**src/rtl/xrc_step_ctrl_pkg.sv**
```systemverilog
// Shared definitions for the x_rc step controller and related EKF stages.
package xrc_step_ctrl_pkg;

  localparam int unsigned DW_X_DEF = 24;
  localparam int unsigned DW_I_DEF = 5;

  localparam logic [23:0] Q123_MAX = 24'h7FFFFF;
  localparam logic [23:0] Q123_MIN = 24'h800000;

  typedef enum logic [1:0] {
    IDLE = 2'd0,
    PRED = 2'd1,
    CORR = 2'd2
  } state_t;

endpackage

```
**src/rtl/xrc_step_ctrl_if.sv**
```systemverilog
// Bundle of sample, ALU and correction signals around the x_rc step controller.
interface xrc_step_ctrl_if #(
  parameter int unsigned DW_X = 24,
  parameter int unsigned DW_I = 5
);

  logic            smp_valid;
  logic [DW_I-1:0] smp_ib;
  logic            smp_ready;
  logic [DW_X-1:0] bef_x_rc;
  logic [DW_I-1:0] i_b;
  logic [DW_X-1:0] x_rc_p;
  logic            xp_valid;
  logic [DW_X-1:0] xp_out;
  logic            corr_valid;
  logic [DW_X-1:0] corr_dx;
  logic            corr_ready;
  logic [DW_X-1:0] x_rc;
  logic            upd_done;

  // Controller side
  modport master (
    input  smp_valid, smp_ib, x_rc_p, corr_valid, corr_dx,
    output smp_ready, bef_x_rc, i_b, xp_valid, xp_out, corr_ready, x_rc, upd_done
  );

  // Environment side: sample producer, prediction ALU, gain stage
  modport slave (
    output smp_valid, smp_ib, x_rc_p, corr_valid, corr_dx,
    input  smp_ready, bef_x_rc, i_b, xp_valid, xp_out, corr_ready, x_rc, upd_done
  );

endinterface

```
**src/rtl/xrc_step_ctrl_sat_add.sv**
```systemverilog
// Combinational saturating signed adder, clamps to the most positive/negative W-bit value.
module sat_add_q123
  import xrc_step_ctrl_pkg::*;
#(
  parameter int unsigned W = DW_X_DEF
) (
  input  logic [W-1:0] i_a,
  input  logic [W-1:0] i_b,
  output logic [W-1:0] o_sum
);

  logic [W:0] w_sum;

  // One guard bit: overflow shows as a disagreement between the top two sum bits
  always_comb begin
    w_sum = {i_a[W-1], i_a} + {i_b[W-1], i_b};
    if (w_sum[W] != w_sum[W-1]) begin
      o_sum = w_sum[W] ? {1'b1, {(W-1){1'b0}}} : {1'b0, {(W-1){1'b1}}};
    end else begin
      o_sum = w_sum[W-1:0];
    end
  end

endmodule

```
**src/rtl/xrc_step_ctrl.sv**
```systemverilog
// Per-sample sequencer and sole holder of the RC-branch state x_rc.
module xrc_step_ctrl
  import xrc_step_ctrl_pkg::*;
#(
  parameter int unsigned     DW_X    = DW_X_DEF,
  parameter int unsigned     DW_I    = DW_I_DEF,
  parameter int unsigned     ALU_LAT = 1,
  parameter logic [DW_X-1:0] X_INIT  = '0
) (
  input  logic           clk,
  input  logic           rst,
  xrc_step_ctrl_if.master bus
);

  state_t          r_state;
  state_t          w_state_nxt;
  logic [3:0]      r_cnt;
  logic [DW_I-1:0] r_ib;
  logic [DW_X-1:0] r_xp;
  logic [DW_X-1:0] r_x;
  logic            r_upd_done;
  logic            w_accept;
  logic            w_capture;
  logic            w_commit;
  logic [DW_X-1:0] w_sat;

  sat_add_q123 #(.W(DW_X)) u_sat (
    .i_a   (r_xp),
    .i_b   (bus.corr_dx),
    .o_sum (w_sat)
  );

  // Next-state decode and handshake outputs
  always_comb begin
    w_state_nxt    = r_state;
    w_accept       = 1'b0;
    w_capture      = 1'b0;
    w_commit       = 1'b0;
    bus.smp_ready  = 1'b0;
    bus.xp_valid   = 1'b0;
    bus.corr_ready = 1'b0;
    case (r_state)
      IDLE: begin
        bus.smp_ready = 1'b1;
        if (bus.smp_valid) begin
          w_accept    = 1'b1;
          w_state_nxt = PRED;
        end
      end
      PRED: begin
        if (r_cnt == 4'd0) begin
          w_capture   = 1'b1;
          w_state_nxt = CORR;
        end
      end
      CORR: begin
        bus.xp_valid   = 1'b1;
        bus.corr_ready = 1'b1;
        if (bus.corr_valid) begin
          w_commit    = 1'b1;
          w_state_nxt = IDLE;
        end
      end
      default: w_state_nxt = IDLE;
    endcase
  end

  // State register
  always_ff @(posedge clk) begin
    if (rst) r_state <= IDLE;
    else     r_state <= w_state_nxt;
  end

  // ALU latency countdown, loaded on sample accept
  always_ff @(posedge clk) begin
    if (rst)                                r_cnt <= '0;
    else if (w_accept)                      r_cnt <= 4'(ALU_LAT);
    else if (r_state == PRED && r_cnt != 0) r_cnt <= r_cnt - 4'd1;
  end

  // Datapath: sample latch, prediction capture, state commit
  always_ff @(posedge clk) begin
    if (rst) begin
      r_ib       <= '0;
      r_xp       <= '0;
      r_x        <= X_INIT;
      r_upd_done <= 1'b0;
    end else begin
      r_upd_done <= w_commit;
      if (w_accept)  r_ib <= bus.smp_ib;
      if (w_capture) r_xp <= bus.x_rc_p;
      if (w_commit)  r_x  <= w_sat;
    end
  end

  assign bus.i_b      = r_ib;
  assign bus.xp_out   = r_xp;
  assign bus.x_rc     = r_x;
  assign bus.bef_x_rc = r_x;
  assign bus.upd_done = r_upd_done;

endmodule

```
**src/flat_wrapper.sv**
```systemverilog
// flat-port wrapper written by rule: the top's interface ports become plain ports
module xrc_step_ctrl_flat import xrc_step_ctrl_pkg::*;
#(
  parameter int unsigned     DW_X    = DW_X_DEF,
  parameter int unsigned     DW_I    = DW_I_DEF,
  parameter int unsigned     ALU_LAT = 1,
  parameter logic [DW_X-1:0] X_INIT  = '0
)
  (clk, rst, bus_smp_valid, bus_smp_ib, bus_x_rc_p, bus_corr_valid, bus_corr_dx, bus_smp_ready, bus_bef_x_rc, bus_i_b, bus_xp_valid, bus_xp_out, bus_corr_ready, bus_x_rc, bus_upd_done);
  xrc_step_ctrl_if #(.DW_X(DW_X), .DW_I(DW_I)) bus_i ();
  input  logic clk;
  input  logic rst;
  input wire logic [$bits(bus_i.smp_valid)-1:0] bus_smp_valid;
  input wire logic [$bits(bus_i.smp_ib)-1:0] bus_smp_ib;
  input wire logic [$bits(bus_i.x_rc_p)-1:0] bus_x_rc_p;
  input wire logic [$bits(bus_i.corr_valid)-1:0] bus_corr_valid;
  input wire logic [$bits(bus_i.corr_dx)-1:0] bus_corr_dx;
  output wire logic [$bits(bus_i.smp_ready)-1:0] bus_smp_ready;
  output wire logic [$bits(bus_i.bef_x_rc)-1:0] bus_bef_x_rc;
  output wire logic [$bits(bus_i.i_b)-1:0] bus_i_b;
  output wire logic [$bits(bus_i.xp_valid)-1:0] bus_xp_valid;
  output wire logic [$bits(bus_i.xp_out)-1:0] bus_xp_out;
  output wire logic [$bits(bus_i.corr_ready)-1:0] bus_corr_ready;
  output wire logic [$bits(bus_i.x_rc)-1:0] bus_x_rc;
  output wire logic [$bits(bus_i.upd_done)-1:0] bus_upd_done;
  assign bus_i.smp_valid = bus_smp_valid;
  assign bus_i.smp_ib = bus_smp_ib;
  assign bus_i.x_rc_p = bus_x_rc_p;
  assign bus_i.corr_valid = bus_corr_valid;
  assign bus_i.corr_dx = bus_corr_dx;
  assign bus_smp_ready = bus_i.smp_ready;
  assign bus_bef_x_rc = bus_i.bef_x_rc;
  assign bus_i_b = bus_i.i_b;
  assign bus_xp_valid = bus_i.xp_valid;
  assign bus_xp_out = bus_i.xp_out;
  assign bus_corr_ready = bus_i.corr_ready;
  assign bus_x_rc = bus_i.x_rc;
  assign bus_upd_done = bus_i.upd_done;
  xrc_step_ctrl #(.DW_X(DW_X), .DW_I(DW_I), .ALU_LAT(ALU_LAT), .X_INIT(X_INIT)) u_core (.clk(clk), .rst(rst), .bus(bus_i));
endmodule
```
**config.mk**
```make
export PLATFORM = sky130hd
export DESIGN_NAME = xrc_step_ctrl_flat
export DESIGN_NICKNAME = d
export VERILOG_FILES = /design/src/rtl/xrc_step_ctrl_pkg.sv /design/src/rtl/xrc_step_ctrl_if.sv /design/src/rtl/xrc_step_ctrl_sat_add.sv /design/src/rtl/xrc_step_ctrl.sv /design/src/flat_wrapper.sv
export SDC_FILE = /design/constraint.sdc
export NUM_CORES = 1
export LEC_CHECK = 0
export CORE_MARGIN = 3
export CORE_UTILIZATION = 45
export CTS_CLUSTER_DIAMETER = 150
export CTS_CLUSTER_SIZE = 30
export DETAILED_ROUTE_END_ITERATION = 16
export PLACE_DENSITY = 0.9
export SETUP_SLACK_MARGIN = 0.15
export SKIP_LAST_GASP = 1
export SLEW_MARGIN = 20
export SYNTH_ARGS = -nofsm -noshare
export SYNTH_HDL_FRONTEND = slang
export SYNTH_SLANG_ARGS = --single-unit
```
**constraint.sdc**
```tcl
create_clock -name clk -period 3.65 [get_ports clk]
set_input_delay 0.73 -clock clk [delete_from_list [all_inputs] [get_ports clk]]
set_output_delay 0.73 -clock clk [all_outputs]
set_load 0.03 [all_outputs]
```
==> results of run 1 <==
## area by class of cell
| class | instances | share of cell area, % |
|---|---|---|
| Tap cell | 102 | 2.50 |
| Multi-Input combinational cell | 336 | 41.5 |
| Clock buffer | 11 | 2.97 |
| Sequential cell | 60 | 23.6 |
| Timing Repair Buffer | 141 | 27.9 |
| Inverter | 11 | 0.810 |
| Clock inverter | 5 | 0.712 |
## power by group through the flow
stage | Sequential (mW) | Clock [mW] | Combinational [mW]
2_1_floorplan | 0.799 | 0 | 0.323
3_3_place_gp | 0.737 | 0 | 0.577
3_5_place_dp | 0.739 | 0 | 0.588
4_1_cts | 0.725 | 0.566 | 0.592
5_1_grt | 0.730 | 0.596 | 0.642
6_report | 0.724 | 0.559 | 0.593
## metrics by stage
step | hold WS, ns | setup WS [ns] | power (mW) | instance area [sq um] | std cells
2_1_floorplan | 0.488 | 0.779 | 1.12 | 3690 | 461
3_3_place_gp | 0.442 | 0.181 | 1.31 | 4910 | 650
3_5_place_dp | 0.450 | 0.0862 | 1.33 | 4910 | 650
4_1_cts | 0.461 | 0.433 | 1.88 | 5090 | 666
5_1_grt | 0.487 | 0.229 | 1.97 | 5100 | 666
6_report | 0.461 | 0.379 | 1.88 | 5100 | 666
## layer usage
layer | vias to the layer above | global-route usage [%] | part of all wire [%]
li1 | 1790 | - | -
met1 | 1641 | 25.7 | 42
met2 | 132 | 35.9 | 48
met3 | 23 | 4.97 | 7.1
met4 | 0 | 7.88 | 2.7
met5 | - | 0 | 0
## Yosys cell counts (3+ instances only)
cell	number
nand2b_1	7
clkbuf_1	13
inv_1	11
xor2_1	10
a21o_1	6
o211ai_1	4
ha_1	25
a211oi_1	4
nand4_1	5
o211ai_2	3
nor3b_1	3
o21ai_0	8
buf_4	26
nand2_1	79
and2_1	5
nor3_2	10
a21oi_1	57
a31oi_1	3
buf_2	10
dfxtp_1	60
nor2b_1	8
o22ai_1	18
nor3_1	18
nand3_1	6
nor2_1	18
xnor2_1	13
## state kept, by name (all words and copies together), names as in the netlist
register and cells:
u_core.bus.i_b 5, u_core.bus.upd_done 1, u_core.bus.xp_out 24, u_core.bus.bef_x_rc 24
u_core.r_state 2, u_core.r_cnt 4
## worst min-delay path by stage
stage / startpoint / end / slack, ns / depth (start not counted)
2_1_floorplan: u_core.r_cnt[1]$_SDFFE_PP0P_ / u_core.r_cnt[1]$_SDFFE_PP0P_ / 0.49 / 2
3_3_place_gp: u_core.bus.i_b[2]$_SDFFE_PP0P_ / u_core.bus.i_b[2]$_SDFFE_PP0P_ / 0.44 / 2
3_5_place_dp: u_core.bus.i_b[3]$_SDFFE_PP0P_ / u_core.bus.i_b[3]$_SDFFE_PP0P_ / 0.45 / 2
4_1_cts: u_core.bus.i_b[3]$_SDFFE_PP0P_ / u_core.bus.i_b[3]$_SDFFE_PP0P_ / 0.46 / 2
5_1_grt: u_core.bus.i_b[3]$_SDFFE_PP0P_ / u_core.bus.i_b[3]$_SDFFE_PP0P_ / 0.49 / 2
6_report: u_core.bus.i_b[3]$_SDFFE_PP0P_ / u_core.bus.i_b[3]$_SDFFE_PP0P_ / 0.46 / 2
## kinds of logic after synthesis
kind of cell | Yosys count | synth area share, %
AO/OA/AOI/OAI | 123 | 21.1
XOR/XNOR | 23 | 5.45
adder cells (fa/ha/maj) | 26 | 9.01
buffers and inverters | 65 | 10.3
flip-flops | 60 | 32.5
AND/OR/NAND/NOR | 164 | 21.7
## worst register-to-register path, delay by kind of cell (launching register included)
kind            cells  cell delay, ns
xor+xnor            1            0.16
flops               1            0.37
buf+inv             1            0.06
simple gates        1            0.18
fa+ha+maj           2            0.59
compound gates      6            1.34
==> flow_results.org, run 1 <==
** Clock tree
- The tree built by TritonCTS fans out to 60 sinks.
- Setup Fix Bufs, Post-CTS :: 0
- H-tree lvl count :: 3
- Clock latency on the worst-skew pair, taken at its later pin, is 0.34 ns.
- The cell sitting at the root of the clock tree is a clkbuf_8.
- Clock-pin slew was measured on the worst setup and hold paths at 0.07 ns.
- Clock tree from TritonCTS :: built
- Counting along the longest clock path gives a buffer depth of 2.
- In this run, CTS created clock tree buffers numbering 9.
- Hold repair after CTS inserted 0 buffers.
- Quantity of gates resized following cts :: 0

** Pwr
- Clock Power Share :: 29.8%
- Static leakage power :: 1.98 nW
- Combinational Power Share :: 31.6%
- Switching Fraction :: 34.2%
- Sequential cells burn 38.6% of the power.
- Maximum VDD drop :: 0.224 mV
- Summed over all nets, the switching power comes to 0.641 mW.
- The internal power of the cells totals 1.23 mW.
- PD cells :: 368 mW/mm^2

** Cells and area
- The number of antenna diodes in the final layout is 0.
- The layout has 703 filler cells.
- Share of post-route cells with drive strength above 1 :: 7.27%
- In the final design database the tool counted 642 nets.
- Cells fill 64.9% of the core in the end.
- The top cell types in the final layout, fill and taps aside, are clkdlybuf4s50_1, nand2_1, dfxtp_1.
- Relative to the synthesized area, the layout overhead comes to 37.9%.
- Most common cell after layout, fill and taps aside :: clkdlybuf4s50_1
- Total area of sequential cells :: 0.00120 sq mm
- Area of combinational cells with multiple inputs :: 0.00211 sq mm

** Outcome
- Run status :: finished clean

** Worst hold path
- Type of the worst min-delay path :: reg2reg

** Yosys
- Counting flops and latches in the post-synthesis netlist gives 60.
- Counting distinct cell types in the post-synthesis netlist gives 53.
- Synth Cell Area :: 0.00369 sq mm
- Mean instance size in the synthesized netlist :: 8.01 sq um
- Number of synthesized flops with an enable pin :: 0
- Gate count after technology mapping :: 461
- Leading post-synthesis cells by cell area :: dfxtp_1, ha_1, nand2_1, a21oi_1, buf_4
- The synthesized design devotes to its leading area cell type 32.5% of total area.
- Synth area leader :: dfxtp_1
- In the synthesized netlist the async set-or-reset flop fraction comes to 0%.
- Sequential cells were found to cover 32.5% of the synthesized design area.
- The most used flip-flop cell after synthesis is dfxtp_1.
- Yosys printed 0 warnings.
- The number of nets in the synthesized netlist is 544.

** Floorplanning
- Die boundary width :: 96.6 um
- Die span in y :: 96.6 um
- Initial standard-cell utilization of the core :: 47.1%
- Number of top-level pins :: 138
- The floorplan has 32 rows.
- Die Outline Area :: 0.00933 sq mm
- After floorplanning, the core was sized to cover 0.00785 sq mm.

** Setup path
- Register-to-register setup slack :: 0.83 ns
- In this design, the stage delay of the slowest critical-path cell is 0.45 ns.
- Reg-to-Reg End :: u_core.bus.bef_x_rc[22]$_SDFFE_PP0P_
- Cell type of the slowest stage on the worst timing path :: clkdlybuf4s50_1
- Grouping stages by cell kind, the critical path spends the most delay in compound AO/OA/AOI/OAI gates.
- Worst-case reg-to-reg path depth :: 11
- Launching element of the worst setup path :: bus_corr_dx[0]
- In this run the worst path has a maximum fanout of 3.
- Critical path arrival :: 3.50 ns
- Most frequent cell on the critical path :: a21oi_1
- In this run the number of cells on the critical path is 12.
- Together, buffers and inverters on the worst path number 2.
- The worst setup path is launched from a primary input.
- Worst Setup EP :: u_core.bus.bef_x_rc[22]$_SDFFE_PP0P_
- At the worst endpoint, the required time is 3.88 ns.
- Walking the worst path, the cells encountered are clkdlybuf4s50_1, ha_1, inv_1, fa_1, nand2b_1, a21oi_1, o211a_1, a31oi_1, o31ai_1, a21oi_1, xnor2_1, o221a_2.
- Worst R2R Start :: u_core.bus.xp_out[0]$_SDFFE_PP0P_
- The worst setup path is captured at a flip-flop.
- The worst setup path is of the in2reg kind.

** Detailed routing
- For this run, design rule violations remaining after detail routing come to 0.
- The final layout contains routed wiring with a total length of 9920 um.
- Detailed routing inserted a total of 3,586 vias.
- Number of optimization iterations in the first detailed-route pass :: 5
- Dividing the detail-routed wire length by the instance count gives 14.9 um.
- Using the TritonRoute via totals, the vias-per-cell ratio works out to 5.38.
- In this run the remaining antenna-violating nets after routing total 0.
- Number of DRC markers after the initial detailed-route iteration :: 191

** Global routing
- Number of global-route vias before repair :: 3,515
- Global route total overflow :: 0
- The first global-routing pass estimated 16,800 um of wire.
- Antenna violations before repair :: 0
- GRT Overall Usage :: 21.1%
- Entering global routing, the biggest net connects 60 pins.

** Timing
- Headroom to the max-slew limit came out at 44.8%.
- The final hold violation count is 0.
- After layout, the worst path uses 89.6% of the clock period.
- Unrepaired setup endpoints after global routing :: false
- Achievable clock frequency :: 0.306 GHz
- Tightest Pin Transition :: 0.828 ns
- Counting I/O delays and the setup requirement, the final critical path takes 3.27 ns.
- Sum of negative setup slack :: 0 ns
- The final number of max-transition violations was 0.
- Setup violations, final :: 0
- On the final layout, the worst clock skew is 0.00794 ns.

** Run
- The tool flagged a number of max-cap violations equal to 0.

** Place
- Detailed placement finished with a half-perimeter wire length of 7820 um.
- Weighted congestion reported at the end of routability-driven placement :: 0.879
- In this run the tool buffered the top-level ports with 137 buffer cells.
(Power assumes the default switching activity.)
==> run 2: changes to the inputs <==
- CORE_UTILIZATION: 45 -> 48
- PLACE_DENSITY: 0.9 -> 0.87
- SYNTH_HIERARCHICAL: not set -> 1
==> run 2 against run 1 <==
Effect of this change: global-route usage is 5.2 points higher; worst hold slack better by 0.0078 ns; clock-buffer cell count did not move.
==> flow_results.org, run 2 <==
** Timing
- The final hold violation count was 0.
- Tightest Pin Transition :: 1.01 ns
- On the final layout, the worst clock skew is 0.0101 ns.
- Sum of negative setup slack :: 0 ns
- Final hold analysis gives a worst-case slack of 0.469 ns.
- Unrepaired setup endpoints after global routing :: false
- Max Slew Vio Count :: 0
- Setup violations, final :: 0
- The routed design could run at a clock period as short as 3.41 ns.
- Achievable clock frequency :: 0.293 GHz
- Rel. slew slack :: 32.3%
- After layout, the worst path uses 93.5% of the clock period.
- In the post-route analysis, the smallest setup slack over all paths is 0.237 ns.

** Setup path
- Traced cell by cell, the critical path runs through clkdlybuf4s50_1, ha_1, nor2b_4, o31a_4, o31a_1, a211oi_4, buf_4, xor2_1, maj3_1, o21ai_1, nand2_1, a21oi_1.
- The slowest stage of the critical path belongs to the cell clkdlybuf4s50_1.
- Crit Path Category :: in2reg
- The worst setup path is launched from a primary input.
- The largest single stage delay on the critical path is 0.42 ns.
- Launching element of the worst setup path :: bus_corr_dx[2]
- Of all nets on the critical path, the largest fanout is 5.
- Reg-to-Reg End :: u_core/bus.bef_x_rc[6]$_SDFFE_PP0P_
- Worst R2R Start :: u_core/bus.xp_out[0]$_SDFFE_PP0P_
- For the worst setup path, the data required time is 3.92 ns.
- Endpoint class of the critical path :: flip-flop
- Counting cells, the worst reg-to-reg path comes to 13.
- At the worst endpoint, the arrival time is 3.69 ns.
- Setup slack on the worst reg-to-reg path comes out at 0.63 ns.

** Clock tree
- Worst-skew pair later-pin latency :: 0.34 ns
- Cts bufs inserted :: 9
- Clock Path Buffers :: 2
- The clock tree synthesis step divided the H-tree into 3 levels.
- Number of sinks on the clock net :: 60
- Root Buffer Master :: clkbuf_8
- Clock-pin slew on the worst setup and hold paths :: 0.08 ns
- Clock tree from TritonCTS :: built

** Yosys
- The synthesized netlist devotes 8.51% of its cell area to adder and majority cells.
- After synthesis the netlist holds a flip-flop and latch count of 60.
- Synth warn :: 6
- Library cell with the highest instance count after synthesis :: a21oi_1
- Xor and xnor fraction of the mapped netlist area :: 3.02%
- The synthesized netlist devotes 18.9% of its cell area to simple gates.
- Share of flip-flops with an asynchronous set or reset :: 0%
- Count of unique library cells instantiated by Yosys :: 82
- Most common library cells after synthesis :: a21oi_1, nand2_1, dfxtp_1
- Fraction of post-synthesis cell area in the top cell type by area :: 25.9%
- Mean instance size in the synthesized netlist :: 7.77 sq um
- Number of synthesized flops with an enable pin :: 0
- Synthesis produced a netlist with a net count of 681.
- In this run the cell area of the synthesized design comes to 0.00464 sq mm.
- Summing the areas of all compound-gate instances in the mapped netlist gives 31.8% of the synthesized area.
- Largest family of logic cells by synthesized area :: compound AO/OA/AOI/OAI gates
- Among all flip-flop cells after synthesis, the most frequent one is dfxtp_1.
- Summed over all instances, the cell type with the most area after synthesis is dfxtp_1.
- Ranked by total cell area, the synthesized netlist is headed by dfxtp_1, a21oi_1, ha_1, nand2_1, buf_4.
- Of the post-synthesis cell area, the part taken by muxes is 2.24%.
- Gate count after technology mapping :: 598
- After synthesis, flip-flops and latches occupy 25.9% of the total area.

** Detailed routing
- For this run, design rule violations remaining after detail routing come to 0.
- For this block, the routed nets add up to 14,600 um of wire.
- The pre-antenna-repair detailed-routing pass consisted of 5 iterations.
- Routed length per placed instance :: 16.9 um
- After detailed routing, the number of vias per cell comes to 5.70.
- Count of antenna-violating nets left after detailed routing :: 0
- Number of DRC markers after the initial detailed-route iteration :: 263
- The detailed router placed 4,947 vias in this run.

** Global routing
- Number of global-route vias before repair :: 4,905
- Global routing used 26.3% of the available tracks across all layers.
- The initial antenna violation count is 0.
- Maximum number of pins on one net before global-route repair :: 44
- Global route total overflow :: 0
- Wire length of the first global-routing pass :: 23,800 um

** Worst hold path
- The worst hold path terminates at u_core/bus.bef_x_rc[22]$_SDFFE_PP0P_.
- Critical hold path startpoint :: u_core/bus.bef_x_rc[22]$_SDFFE_PP0P_
- Worst hold stages :: 2
- Type of the worst min-delay path :: reg2reg

** Pwr
- In this run the static leakage power is 2.46 nW.
- Registers are responsible for 31.8% of the overall power.
- Net switching is 34.9% of the power.
- Combinational cells account for 38.3% of the total power.
- Power after layout :: 2.26 mW
- PD cells :: 351 mW/mm^2
- Maximum VDD drop :: 0.252 mV
- Net Sw Power :: 0.787 mW
- Cell internal power dissipation :: 1.47 mW
- In this run, the clock network consumes 29.9% of the power.

** Cells and area
- The number of antenna diodes in the final layout is 0.
- Layout Cells excl Fill :: 868
- Final net count :: 818
- The filler cells instantiated in the layout total 784.
- Commonest cells after routing, fill and taps aside :: clkdlybuf4s50_1, a21oi_1, nand2_1
- Area added between synthesis and finish :: 38.3%
- Once layout is done, the placed cells without fillers occupy 0.00642 sq mm.
- Cells fill 68.9% of the core in the end.
- Area of combinational cells with multiple inputs :: 0.00301 sq mm
- Share of post-route cells with drive strength above 1 :: 15.2%
- Most common cell after layout, fill and taps aside :: clkdlybuf4s50_1
- Total area of sequential cells :: 0.00120 sq mm

** Place
- The count of buffers added on input and output ports is 137.
- Total placed cells including tap cells :: 847
- Standard cell area after detailed placement :: 0.00613 sq mm
- Weighted congestion reported at the end of routability-driven placement :: 0.910
- Dpl ws :: -0.184 ns
- Once detailed placement completed, the half-perimeter wirelength came to 11,300 um.

** Floorplanning
- For this configuration, the core starts out at a cell density of 49.8%.
- In this run the count of I/O pins placed on the die edge is 138.
- Die boundary width :: 104 um
- From bottom edge to top edge, the die measures 104 um.
- The floorplan step defined a die boundary enclosing 0.0109 sq mm.
- The initialized floorplan defines 35 standard-cell rows.
- Core ar. :: 0.00933 sq mm

** Outcome
- Run status :: finished clean

** Run
- Max-cap violations in this run came to 0.
-- run 2: changes by cell type after synthesis, moves of 6 or more --
cell     before  now
a21oi_1      57   90
a32o_1        0    7
buf_2        10   16
mux2i_1       0    7
nand3_1       6   33
nor2_1       18   37
nor3_1       18    2
nor3_2       10    1
o21ai_0       8   34
o21ai_1       1   16
o22ai_1      18    0
o32ai_1       0    7
-- run 2: cell families (layout without fill, tap and decap cells) --
logic type | after synthesis | after routing
fa+ha+maj | 32 | 32
compound gates | 218 | 218
mux | 10 | 10
simple gates | 184 | 184
xor+xnor | 16 | 16
buf+inv | 78 | 219
flops | 60 | 60
-- run 2: what timing repair did --
| item | CTS | global route |
|---|---|---|
| endpoints found under the setup margin | 0 | 23 |
| resized for setup | 0 | 8 |
| setup buffers | 0 | 6 |
| hold buffers | 0 | 0 |
| hold endpoints to repair | 0 | 0 |
-- run 2: area by class of cell --
| cell class | instances | area share [%] |
|---|---|---|
| clock buffer | 11 | 2.20 |
| tap | 129 | 2.51 |
| sequential | 60 | 18.7 |
| timing repair buffer | 191 | 27.8 |
| clock inverter | 4 | 1.15 |
| multi-input combinational | 460 | 46.9 |
| inverter | 13 | 0.760 |
-- run 2: worst max path at each step --
stage / cells past startpoint / end
2_1_floorplan: 13 / u_core/bus.bef_x_rc[7]$_SDFFE_PP0P_
3_3_place_gp: 14 / u_core/bus.bef_x_rc[22]$_SDFFE_PP0P_
3_5_place_dp: 14 / u_core/bus.bef_x_rc[22]$_SDFFE_PP0P_
4_1_cts: 14 / u_core/bus.bef_x_rc[22]$_SDFFE_PP0P_
5_1_grt: 12 / u_core/bus.bef_x_rc[22]$_SDFFE_PP0P_
6_report: 12 / u_core/bus.bef_x_rc[14]$_SDFFE_PP0P_
-- run 2: worst max-delay path, delay by kind of cell --
family	cells	cell delay, ns
xor gates and xnor gates	1	0.10
and+or+nand+nor	2	0.22
buffers and inverters	2	0.60
AOI/OAI and AO/OA	5	1.32
adders and majority gates	2	0.71
-- run 2: power by group through the flow --
stage	clock, mW	combinational [mW]	sequential [mW]
final	0.675	0.864	0.717
after floorplan	0	0.519	0.772
after global routing	0.706	0.932	0.721
after CTS	0.681	0.845	0.716
after detailed placement	0	0.840	0.731
after global placement	0	0.821	0.729
-- run 2: per-layer routing --
layer / vias to the layer above / wire length [um] / track usage, % / share of wire [%]
met4: 0 / 99 / 4.94 / 0.68
li1: 2414 / - / - / -
met3: 11 / 826 / 5.77 / 5.6
met2: 153 / 7500 / 46.8 / 51
met5: - / 0 / 0 / 0
met1: 2369 / 6220 / 32.7 / 42
